### config.mk
export PLATFORM = sky130hd
export DESIGN_NAME = mux_pry
export DESIGN_NICKNAME = d
export VERILOG_FILES = /design/src/rtl/mux_pry_pkg.sv /design/src/rtl/mux_pry_grp.sv /design/src/rtl/mux_pry.sv
export SDC_FILE = /design/constraint.sdc
export NUM_CORES = 1
export LEC_CHECK = 0
export ABC_AREA = 1
export CORE_MARGIN = 2
export CORE_UTILIZATION = 26
export DETAILED_ROUTE_END_ITERATION = 8
export PLACE_DENSITY_LB_ADDON = 0.15
export SLEW_MARGIN = 20
export SYNTH_ARGS = -nofsm -noshare
export SYNTH_HDL_FRONTEND = slang
export SYNTH_HIERARCHICAL = 1
export SYNTH_SLANG_ARGS = --single-unit
### constraint.sdc
create_clock -name vclk -period 1.15
set_input_delay 0.23 -clock vclk [all_inputs]
set_output_delay 0.23 -clock vclk [all_outputs]
set_load 0.005 [all_outputs]
### src/rtl/mux_pry_pkg.sv
// ---------------------------------------------------------------------------
// mux_pry_pkg
// Elaboration-time helpers for the priority multiplexer tree. Only constant
// functions live here; every parameter stays local to the modules.
//   cdiv        : ceiling division, used for group counts per tree level
//   level_width : number of (vld, dat) pairs entering a given tree level
//   tree_levels : number of group levels needed to reduce WIDTH to one result
// ---------------------------------------------------------------------------
package mux_pry_pkg;

    function automatic int cdiv(input int a, input int b);
        return (a + b - 1) / b;
    endfunction

    function automatic int level_width(input int width, input int split, input int lvl);
        int n;
        n = width;
        for (int i = 0; i < lvl; i++) begin
            n = cdiv(n, split);
        end
        return n;
    endfunction

    // Always at least one level, so WIDTH=1 still goes through one group.
    function automatic int tree_levels(input int width, input int split);
        int n;
        int l;
        n = cdiv(width, split);
        l = 1;
        while (n > 1) begin
            n = cdiv(n, split);
            l++;
        end
        return l;
    endfunction

endpackage

### src/rtl/mux_pry_grp.sv
// ---------------------------------------------------------------------------
// mux_pry_grp
// One N-input priority group: the highest set pry bit selects its ary entry.
// dat is all zeros when no pry bit is set, so that group results from the
// next tree level can be treated as plain (vld, dat) inputs again.
// Ports:
//   pry [N-1:0] : request bits, higher index wins
//   ary [N]     : data entries
//   vld         : OR of pry
//   dat         : selected entry, or zero when vld is low
// ---------------------------------------------------------------------------
module mux_pry_grp #(
    parameter type DAT_T = logic [7:0],
    parameter int  N     = 3
) (
    input  logic [N-1:0] pry,
    input  DAT_T         ary [N],
    output logic         vld,
    output DAT_T         dat
);

    always_comb begin
        vld = |pry;
        dat = '0;
        for (int i = 0; i < N; i++) begin
            if (pry[i]) begin
                dat = ary[i];
            end
        end
    end

endmodule

### src/rtl/mux_pry.sv
// ---------------------------------------------------------------------------
// mux_pry
// Priority multiplexer: dat = ary[k] for the highest k with pry[k] set,
// vld = |pry, and dat = 0 when nothing is requested.
// IMPLEMENTATION selects a flat loop (0) or a SPLIT-ary tree of
// mux_pry_grp instances (1); both produce identical results.
// REGISTERED=1 adds one output register stage with asynchronous reset.
// Ports:
//   clk             : clock, only used when REGISTERED=1
//   rst             : asynchronous active-high reset, only used when REGISTERED=1
//   pry [WIDTH-1:0] : request bits, bit i requests ary[i]
//   ary [WIDTH-1:0] : data inputs
//   vld             : at least one request is set
//   dat             : data of the highest-index request
// ---------------------------------------------------------------------------
module mux_pry
    import mux_pry_pkg::*;
#(
    parameter type DAT_T          = logic [7:0],
    parameter int  WIDTH          = 9,
    parameter int  SPLIT          = 3,
    parameter int  IMPLEMENTATION = 0,
    parameter int  REGISTERED     = 0
) (
    input  logic             clk,
    input  logic             rst,
    input  logic [WIDTH-1:0] pry,
    input  DAT_T             ary [WIDTH-1:0],
    output logic             vld,
    output DAT_T             dat
);

    logic comb_vld;
    DAT_T comb_dat;

    genvar gi, gj, gk;

    generate
        if (IMPLEMENTATION == 0) begin : g_flat
            // Later (higher-index) hits overwrite earlier ones.
            always_comb begin
                comb_vld = |pry;
                comb_dat = '0;
                for (int i = 0; i < WIDTH; i++) begin
                    if (pry[i]) begin
                        comb_dat = ary[i];
                    end
                end
            end
        end else begin : g_tree
            localparam int LEVELS = tree_levels(WIDTH, SPLIT);

            // Row l holds the (vld, dat) pairs entering level l; row LEVELS
            // holds the single final result in entry 0. Entries beyond the
            // live width of a row are tied to zero.
            logic lvl_vld [LEVELS+1][WIDTH];
            DAT_T lvl_dat [LEVELS+1][WIDTH];

            for (gi = 0; gi < WIDTH; gi++) begin : g_in
                assign lvl_vld[0][gi] = pry[gi];
                assign lvl_dat[0][gi] = ary[gi];
            end

            for (gi = 0; gi < LEVELS; gi++) begin : g_lvl
                localparam int N_IN  = level_width(WIDTH, SPLIT, gi);
                localparam int N_OUT = cdiv(N_IN, SPLIT);

                for (gj = 0; gj < N_OUT; gj++) begin : g_grp
                    localparam int BASE = gj * SPLIT;
                    // The last group of a level may be short.
                    localparam int LEN  = (N_IN - BASE < SPLIT) ? (N_IN - BASE) : SPLIT;

                    logic [LEN-1:0] grp_pry;
                    DAT_T           grp_ary [LEN];

                    for (gk = 0; gk < LEN; gk++) begin : g_slice
                        assign grp_pry[gk] = lvl_vld[gi][BASE+gk];
                        assign grp_ary[gk] = lvl_dat[gi][BASE+gk];
                    end

                    mux_pry_grp #(
                        .DAT_T (DAT_T),
                        .N     (LEN)
                    ) u_grp (
                        .pry (grp_pry),
                        .ary (grp_ary),
                        .vld (lvl_vld[gi+1][gj]),
                        .dat (lvl_dat[gi+1][gj])
                    );
                end

                for (gj = N_OUT; gj < WIDTH; gj++) begin : g_pad
                    assign lvl_vld[gi+1][gj] = 1'b0;
                    assign lvl_dat[gi+1][gj] = '0;
                end
            end

            assign comb_vld = lvl_vld[LEVELS][0];
            assign comb_dat = lvl_dat[LEVELS][0];
        end
    endgenerate

    generate
        if (REGISTERED != 0) begin : g_reg
            always_ff @(posedge clk or posedge rst) begin
                if (rst) begin
                    vld <= 1'b0;
                    dat <= '0;
                end else begin
                    vld <= comb_vld;
                    dat <= comb_dat;
                end
            end
        end else begin : g_comb
            // clk and rst are intentionally ignored in the combinational build.
            logic unused_clk_rst;
            assign unused_clk_rst = clk ^ rst;
            assign vld = comb_vld;
            assign dat = comb_dat;
        end
    endgenerate

endmodule

==> metrics <==
failing checks=negative setup slack; Final period util=1.228; gr ovfl total=0; Cells after DPL=~270; Worst Hold Launch=pry[0]; sequential standard cell area=0 sq um; maximum clock rate=between 700 and 800 MHz; unrepaired setup endpoints after global routing=yes; final core utilization=0.8158; worst min path class=input pin to primary output; CP startpoint kind=input pin; Die W=about 56 um; pin count of the biggest net entering global routing=11; Data required, critical path=between 0.9 and 1 ns; most common cell after layout, fill and taps aside=nand2_1; Max transition margin=0.8521; sink of the worst hold path=vld; # fillers=between 150 and 200; Final GP Congestion=approximately 0.84; DR DRC count=0; synthesized area=between 600 and 700 sq um; row cnt=18; ratio of cells with drive above 1 in the final layout=0.3953; Post-Synthesis Mean Instance Area=around 5 sq um; final wirelength=~4400 um; Chip Height=between 50 and 60 um; status=complete, but fails checks; CP most frequent cell=nand2_1; antenna violations before repair=0; Post-Syn Instances=about 140; Initial Util=0.2763; max-slew violations=0; Pwr Total=0.6976 mW; routed via count=approximately 1500; num ports=just over 90; worst path cell trace=clkdlybuf4s50_1, o21ai_1, o21ai_2, nand2_1, nand2_1, buf_2; Final TNS setup=-1.705 ns; Port-buffer cells=90; critical path peak fanout=1; vias in the first global route=1419; global-route wire length before repair=just under 6000 um; DRT Pass-1 Iters=4; Lkg Pwr=between 1 and 1.5 nW; worst slew pin tran=between 0.2 and 0.25 ns; CLK BUF=0; syn_nets=224; drt wl/cell=about 16 um; CP peak stage delay=0.45 ns; Finish-stage setup viols=8; Via density=just over 5; Netlist cell types=19; hold path depth=5; peak supply drop=between 0.2 and 0.3 mV; Worst Setup End Kind=primary output; die area=roughly 0.0031 sq mm; dpl ws=-1.091 ns; core footprint=0.002500 sq mm; max_cap viols=0; WS Path Type=input pin to primary output; Arr. time, crit path=between 1 and 1.5 ns; antenna viol nets, final=0; slowest CP cell=clkdlybuf4s50_1; Non-Filler Instances=~280; sequential area share after synthesis=0; final hold vios=0; slack of the critical path=-0.2620 ns; post-layout net count=338; initial drt markers=55; Layout area overhead=195.3%; yosys warns=6; GRT Overall Usage=0.2259; area of the multi-input gates=approximately 800 sq um; most frequent cells in the layout=nand2_1, clkdlybuf4s50_1, dlygate4sd2_1; post-DP HPWL=2842 um; FFs & Latches=0; # diodes=0; Final min period=roughly 1.4 ns; pwr dens=about 340 mW/mm^2
==> worst max-delay path by stage <==
stage,start,endpoint,slack [ns],cells past startpoint
6_report,ary[21],dat[5],-0.26,6
5_1_grt,ary[21],dat[5],-0.31,6
4_1_cts,pry[6],dat[5],-0.25,10
3_5_place_dp,pry[1],dat[3],-1.09,10
3_3_place_gp,pry[1],dat[7],-1.06,10
2_1_floorplan,pry[2],dat[3],0.08,8
==> metal layers <==
layer	vias to the layer above	GRT usage	routed length, um
li1	699	-	-
met1	697	0.2479	1510
met2	61	0.4762	2566
met3	14	0.007026	196
met4	0	0.02787	138
met5	-	0	0
==> what timing repair did <==
action	CTS	global route
setup endpoints to repair	9	9
gates resized for setup	152	67
setup buffers	10	6
pin swaps	58	45
hold buffers	0	0
==> synthesized netlist by cell type (5+ instances only) <==
cell      n  share of area
o21ai_0  14           0.10
nor3_1    9          0.065
o21ai_1   6          0.043
a22oi_1   6          0.065
inv_1     5          0.027
inv_2     5          0.027
nor2_1   16          0.087
nand2_1  42           0.23
and2_1    5          0.045
a21oi_1  20           0.14
==> power breakdown <==
group	switching, mW	internal, mW
clock	0	0
combinational	0.293	0.405
sequential	0	0
total	0.293	0.405
==> area by class of cell <==
cell class,count,share of cell area
inverter,10,0.02822
multi-input combinational,126,0.3963
tap,30,0.01840
timing repair buffer,117,0.5571
==> critical path, delay by kind of cell <==
kind | cells | cell delay (ns)
compound gates | 2 | 0.25
buf+inv | 2 | 0.56
simple gates | 2 | 0.14
==> stage by stage <==
step,hold slack (ns),instance area (sq um)
3_3_place_gp,1.463,1677
5_1_grt,0.8668,2039
4_1_cts,0.8477,1817
2_1_floorplan,0.5571,690.7
3_5_place_dp,1.455,1677
6_report,0.8575,2039
==> cell families (layout without fill, tap and decap cells) <==
family / after synthesis / after routing / share of synthesized area
and+or+nand+nor: 80 / 80 / 0.5290
AOI/OAI and AO/OA: 46 / 46 / 0.3551
buffers and inverters: 15 / 127 / 0.1159
No activity file was read; power rests on OpenSTA's default activity.
